**config.mk**
```make
export PLATFORM = sky130hd
export DESIGN_NAME = piso_tx
export DESIGN_NICKNAME = d
export VERILOG_FILES = /design/src/rtl/piso_tx.sv
export SDC_FILE = /design/constraint.sdc
export NUM_CORES = 1
export LEC_CHECK = 0
export ABC_CLOCK_PERIOD_IN_PS = 1470
export CAP_MARGIN = 15
export CELL_PAD_IN_SITES_DETAIL_PLACEMENT = 1
export CELL_PAD_IN_SITES_GLOBAL_PLACEMENT = 1
export CORE_ASPECT_RATIO = 0.8
export CORE_UTILIZATION = 34
export DETAILED_ROUTE_END_ITERATION = 7
export PLACE_DENSITY_LB_ADDON = 0.1
export REMOVE_ABC_BUFFERS = 1
export SYNTH_ARGS = -nofsm -noshare
export SYNTH_HDL_FRONTEND = slang
export SYNTH_SLANG_ARGS = --single-unit
```
**constraint.sdc**
```tcl
create_clock -name c -period 1.47 [get_ports c]
set_input_delay 0.294 -clock c [delete_from_list [all_inputs] [get_ports c]]
set_output_delay 0.294 -clock c [all_outputs]
set_load 0.02 [all_outputs]
```
**src/rtl/piso_tx.sv**
```systemverilog
//==============================================================================
// piso_tx
//------------------------------------------------------------------------------
// Parallel-in / serial-out frame transmitter. A WIDTH-bit word is accepted over
// a valid/ready handshake and shifted out on a single serial line as:
//
//   start (0) | d0 .. d(WIDTH-1) (LSB first) | [even parity] | stop (1)
//
// Each bit is held for CLKS_PER_BIT clock cycles. The serial line is a flop
// that only changes on the rising edge of c. A receiver that captures on the
// falling edge therefore samples every bit in the middle of its cycle.
//
// Optional feature:
//   PISO_TX_PARITY_EN  when defined, an even-parity bit (XOR of the accepted
//                      word) is sent between the last data bit and the stop
//                      bit. When undefined, DATA goes straight to STOP.
//
// Parameters:
//   WIDTH         data bits per frame (>= 1)
//   CLKS_PER_BIT  clock cycles each serial bit is held (>= 1)
//
// Ports:
//   c           in   clock, all state changes on the rising edge
//   r           in   synchronous active-high reset
//   din         in   parallel word, sampled only on an accepted load
//   load_valid  in   producer has a word on din
//   load_ready  out  block can accept a word this cycle
//   q           out  registered serial line, idles high
//   busy        out  a frame is in progress
//   done        out  one-cycle pulse in the idle cycle after the stop bit
//==============================================================================
module piso_tx #(
  parameter int WIDTH        = 8,
  parameter int CLKS_PER_BIT = 1
) (
  input  logic             c,
  input  logic             r,
  input  logic [WIDTH-1:0] din,
  input  logic             load_valid,
  output logic             load_ready,
  output logic             q,
  output logic             busy,
  output logic             done
);

  // Counter widths never drop below one bit, so the degenerate
  // CLKS_PER_BIT=1 and WIDTH=1 builds still get a legal vector.
  localparam int TICK_W = (CLKS_PER_BIT > 1) ? $clog2(CLKS_PER_BIT) : 1;
  localparam int IDX_W  = (WIDTH > 1)        ? $clog2(WIDTH)        : 1;

  localparam logic [TICK_W-1:0] LAST_TICK = TICK_W'(CLKS_PER_BIT - 1);
  localparam logic [IDX_W-1:0]  LAST_BIT  = IDX_W'(WIDTH - 1);

  typedef enum logic [2:0] {
    IDLE   = 3'd0,
    START  = 3'd1,
    DATA   = 3'd2,
    PARITY = 3'd3,
    STOP   = 3'd4
  } state_t;

  state_t             state;
  state_t             state_next;
  logic [TICK_W-1:0]  tick_cnt;
  logic [TICK_W-1:0]  tick_cnt_next;
  logic [IDX_W-1:0]   bit_idx;
  logic [IDX_W-1:0]   bit_idx_next;
  logic [WIDTH-1:0]   shift_reg;
  logic [WIDTH-1:0]   shift_next;
  logic               q_next;
  logic               done_next;
  logic               bit_end;

`ifdef PISO_TX_PARITY_EN
  logic               parity_bit;
  logic               parity_next;
`endif

  // Status outputs are decoded straight from the state register. Reset is
  // folded into load_ready so a producer never sees a handshake that the
  // reset branch of the state register would throw away.
  assign load_ready = (state == IDLE) && !r;
  assign busy       = (state != IDLE);

  // The current bit has been held long enough once the tick counter reaches
  // its last value.
  assign bit_end = (tick_cnt == LAST_TICK);

  // Next-state logic. The serial line value is computed from the *next* state
  // so that it is registered together with the state. This makes q fall on
  // the very edge that accepts a word and keeps q glitch-free.
  always_comb begin
    state_next    = state;
    bit_idx_next  = bit_idx;
    shift_next    = shift_reg;
    done_next     = 1'b0;
    tick_cnt_next = tick_cnt;
    q_next        = 1'b1;
`ifdef PISO_TX_PARITY_EN
    parity_next   = parity_bit;
`endif

    case (state)
      IDLE: begin
        if (load_valid && load_ready) begin
          state_next   = START;
          shift_next   = din;
          bit_idx_next = '0;
`ifdef PISO_TX_PARITY_EN
          parity_next  = ^din;
`endif
        end
      end

      START: begin
        if (bit_end) begin
          state_next = DATA;
        end
      end

      DATA: begin
        // The shifter always presents the bit being sent in position 0.
        // Shifting at the end of each bit period lines up the next bit.
        if (bit_end) begin
          shift_next = shift_reg >> 1;
          if (bit_idx == LAST_BIT) begin
            bit_idx_next = '0;
`ifdef PISO_TX_PARITY_EN
            state_next   = PARITY;
`else
            state_next   = STOP;
`endif
          end else begin
            bit_idx_next = bit_idx + 1'b1;
          end
        end
      end

`ifdef PISO_TX_PARITY_EN
      PARITY: begin
        if (bit_end) begin
          state_next = STOP;
        end
      end
`endif

      STOP: begin
        if (bit_end) begin
          state_next = IDLE;
          done_next  = 1'b1;
        end
      end

      default: begin
        state_next = IDLE;
      end
    endcase

    // The tick counter restarts at every bit boundary. Consecutive data bits
    // stay in DATA, so a state change alone would not restart it.
    if (bit_end || (state_next != state)) begin
      tick_cnt_next = '0;
    end else if (state != IDLE) begin
      tick_cnt_next = tick_cnt + 1'b1;
    end

    case (state_next)
      START:   q_next = 1'b0;
      DATA:    q_next = shift_next[0];
`ifdef PISO_TX_PARITY_EN
      PARITY:  q_next = parity_next;
`endif
      default: q_next = 1'b1;
    endcase
  end

  // State register. Reset takes priority in every state. An aborted frame
  // returns the line to idle-high immediately and never raises done.
  always_ff @(posedge c) begin
    if (r) begin
      state     <= IDLE;
      tick_cnt  <= '0;
      bit_idx   <= '0;
      shift_reg <= '0;
      q         <= 1'b1;
      done      <= 1'b0;
`ifdef PISO_TX_PARITY_EN
      parity_bit <= 1'b0;
`endif
    end else begin
      state     <= state_next;
      tick_cnt  <= tick_cnt_next;
      bit_idx   <= bit_idx_next;
      shift_reg <= shift_next;
      q         <= q_next;
      done      <= done_next;
`ifdef PISO_TX_PARITY_EN
      parity_bit <= parity_next;
`endif
    end
  end

endmodule

```
==> results.md <==
Clock network:
- Clock-pin slew was measured on the worst setup and hold paths at 0.11 ns.
- The insertion delay to the later sink of the worst-skew pair is 0.30 ns.
- The clock sink count is 17.
- The TritonCTS clock tree is yes.
- The total CTS buffers is 3.
- The deepest level of the CTS H-tree is 1.
- The clock tree root buffer cell is sky130_fd_sc_hd__clkbuf_4.
- The worst-case clock buffer depth is 2.

Routing:
- The via-per-instance ratio is ~5.8.
- After detailed routing, the average wire length per cell comes to around 17 um.
- The pre-antenna-repair detailed-routing pass consisted of 6 iterations.
- The residual DRC count is 1.
- The count of routing violations after the opening detailed-route iteration is 21.
- The remaining antenna violation count after routing is 0.
- Detailed routing inserted a total of 802 vias.
- The wire length reported by the detailed router is 2400 um.

Timing:
- The final period demand of the worst path is 1.67 ns.
- The worst clock skew is around 0.016 ns.
- Of the available clock period, the critical path in the final layout requires 114%.
- For this run, the top clock speed supported by timing is roughly 600 MHz.
- For the pin with the worst max-slew slack, the measured transition is slightly below 0.3 ns.
- Setup repair after global routing could not meet its margin everywhere.
- The final count of pins violating max slew is 0.
- The final total negative setup slack is -0.373 ns.
- Setup violations remaining at the end of the flow were counted as 7.
- The hold violation count in the final report is 0.
- The worst relative slew slack is around four fifths.
- The smallest setup slack after layout is -0.201 ns.

Worst setup path:
- The worst register-to-register path has a setup slack of -0.02 ns.
- Traced cell by cell, the critical path runs through or4_4 > inv_4 > buf_6.
- In this design, the stage delay of the slowest critical-path cell is 0.55 ns.
- Counting buffers and inverters, the worst setup path is 3 cells deep.
- The required time of the critical path is about 1.2 ns.
- The most critical setup path has its endpoint at load_ready.
- The destination of the worst register-to-register timing path is bit_idx[0].
- Broken down by cell family, the worst path's largest delay share belongs to simple AND/OR/NAND/NOR gates.
- The setup path with the least slack is of type reg2out.
- The worst reg2reg path startpoint is state[2].
- The kind of capture point of the worst setup path is an output port.
- The type of origin of the critical path is a flip-flop.
- The worst register-to-register path has a depth of 5.
- The critical path starts at state[2].
- The slowest stage of the critical path is the sky130_fd_sc_hd__or4_4 cell.
- Along the worst path, the maximum fanout reaches 2.
- Together, buffers and inverters on the worst path number 2.
- The arrival time of data at the critical path endpoint is approximately 1.4 ns.

Logic synthesis:
- The average cell area after synthesis is ~9.7 um^2.
- The synthesized netlist cell count is 88.
- In this run, synthesis produced a sequential element count of 17.
- The number of enable-type register cells in the synthesized netlist is 0.
- The most used flip-flop cell after synthesis is sky130_fd_sc_hd__dfxtp_1.
- The summed instance area of the synthesized netlist is 850 um^2.
- The share of the Yosys chip area taken by registers is between 40% and 50%.
- The post-synthesis cell type count is 33.
- The number of synthesis warnings is 0.
- The async set or reset register ratio after synthesis is 0%.

Die:
- In this run the horizontal extent of the chip is between 50 and 60 um.
- The height of the die is roughly 47 um.
- The placement row count is 15.
- For this configuration, the core starts out at a cell density of 37.7%.
- The floorplan step defined a die boundary enclosing 0.00270 mm^2.
- The area of the core is about 0.0023 mm^2.
- For this design the top-level I/O count stands at 15.

Global routing:
- The total overflow left after global routing is 0.
- The number of global-route vias before repair came to 803.
- The global router's overall resource usage is approximately a fifth.
- The first global-routing pass estimated approximately 4000 um of wire.
- The initial antenna violation count is 0.
- Entering global routing, the biggest net connects 17 pins.

Flow run:
- Across the run, the number of max-cap violations was 0.

Place:
- The count of input and output buffers is 14.
- The routability congestion estimate is between 0.7 and 0.8.
- Once placement completed, the tool counted placed cells totaling ~130.
- Once detailed placement completed, the half-perimeter wirelength came to 1580 um.
- At the placement stage, the worst setup path has a slack of -0.731 ns.

Final layout:
- The number of flip-flops under the largest register name is 8.
- The final layout net count is approximately 130.
- The library cells used most frequently in the layout, excluding fill and tap cells, are sky130_fd_sc_hd__dfxtp_1 (14), sky130_fd_sc_hd__o211ai_1 (10), sky130_fd_sc_hd__buf_4 (10).
- The repair_antennas step left the layout with diodes totalling 0.
- Leaving out fill and tap cells, the most frequent cell in the layout is sky130_fd_sc_hd__dfxtp_1.
- The area growth from synthesis to layout is 37.6%.
- The fraction of final layout cells sized beyond drive strength 1 is approximately a third.
- The post-route non-filler standard cell count is about 140.

Min path:
- The path class of the tightest hold or removal check is reg2reg.
- The worst hold path was traced through 2 stages.

Outcome:
- The run finished, with violations left.
- The final reports fail on DRC, setup timing.

Power and ir drop:
- VDD sags by at most roughly 0.36 mV.
- The total power per unit cell area is around 810 mW/mm^2.
- The static leakage is around 0.45 nW.
==> through the flow <==
stage / cell area [um^2] / utilization, % / hold slack [ns] / power, W
after floorplan: 792 / - / 0.363 / 0.000572
after global placement: 1060 / 47.1 / 0.467 / 0.000665
final: 1170 / 51.9 / 0.498 / 0.000945
after detailed placement: 1060 / 47.1 / 0.490 / 0.000670
after CTS: 1140 / 50.7 / 0.507 / 0.000945
after global routing: 1170 / 51.9 / 0.529 / 0.000992
==> area by class of cell <==
class / count / area (um^2)
Multi-Input combinational cell: 61 / 478
Sequential cell: 17 / 344
Tap cell: 25 / 31.3
Fill cell: 263 / 1080
Timing Repair Buffer: 29 / 270
Inverter: 3 / 17.5
Clock inverter: 1 / 5.00
Clock buffer: 3 / 22.5
==> synth_stat cells, drive strengths merged (3+ instances only) <==
cell type  count  area (um^2)
nor2b          3         18.8
a32oi          7         61.3
dfxtp         17          340
buf            6         53.8
nand2b         4         25.0
a21oi         10         50.1
o211ai        10         75.1
mux2i          3         30.0
==> worst min-delay path: stages (launching register included) <==
cell,delay (ns)
sky130_fd_sc_hd__dfxtp_1,0.32
sky130_fd_sc_hd__nand2b_1,0.07
sky130_fd_sc_hd__mux2i_1,0.06
==> power breakdown <==
part	total, W	switching (W)	internal, W
logic	0.000195	0.0000944	0.000101
clock network	0.000262	0.000161	0.000101
registers	0.000487	0.00000950	0.000478
==> worst min path at each step <==
stage | startpoint | to | slack, ns
final | bit_idx[1] | bit_idx[1] | 0.50
after global routing | shift_reg[4] | shift_reg[4] | 0.53
after CTS | shift_reg[4] | shift_reg[4] | 0.51
after detailed placement | bit_idx[1] | bit_idx[1] | 0.49
after global placement | bit_idx[1] | bit_idx[1] | 0.47
after floorplan | r | bit_idx[2] | 0.36
==> layer usage <==
metal / GRT usage, % / wire length (um) / vias up
met5: 0 / 0 / -
met4: 7.14 / 31 / 0
met3: 5.06 / 101 / 5
met2: 34.0 / 1080 / 14
met1: 26.6 / 1180 / 387
li1: - / - / 396
==> cells by family after synthesis <==
kind of cell               share of synthesized area [%]
and+or+nand+nor                                     20.2
buffers and inverters                               8.39
AOI/OAI and AO/OA                                   24.9
muxes                                               3.53
adders and majority gates                           2.95
DFF                                                 40.1
==> timing repair <==
action | CTS | global route
pin swaps | 2 | 3
setup buffers | 3 | 1
endpoints found under the setup margin | 17 | 15
hold endpoints to repair | 0 | 0
gates resized for setup | 26 | 6
hold buffers | 0 | 0
gates cloned | 0 | 0
(Power assumes the default switching activity.)
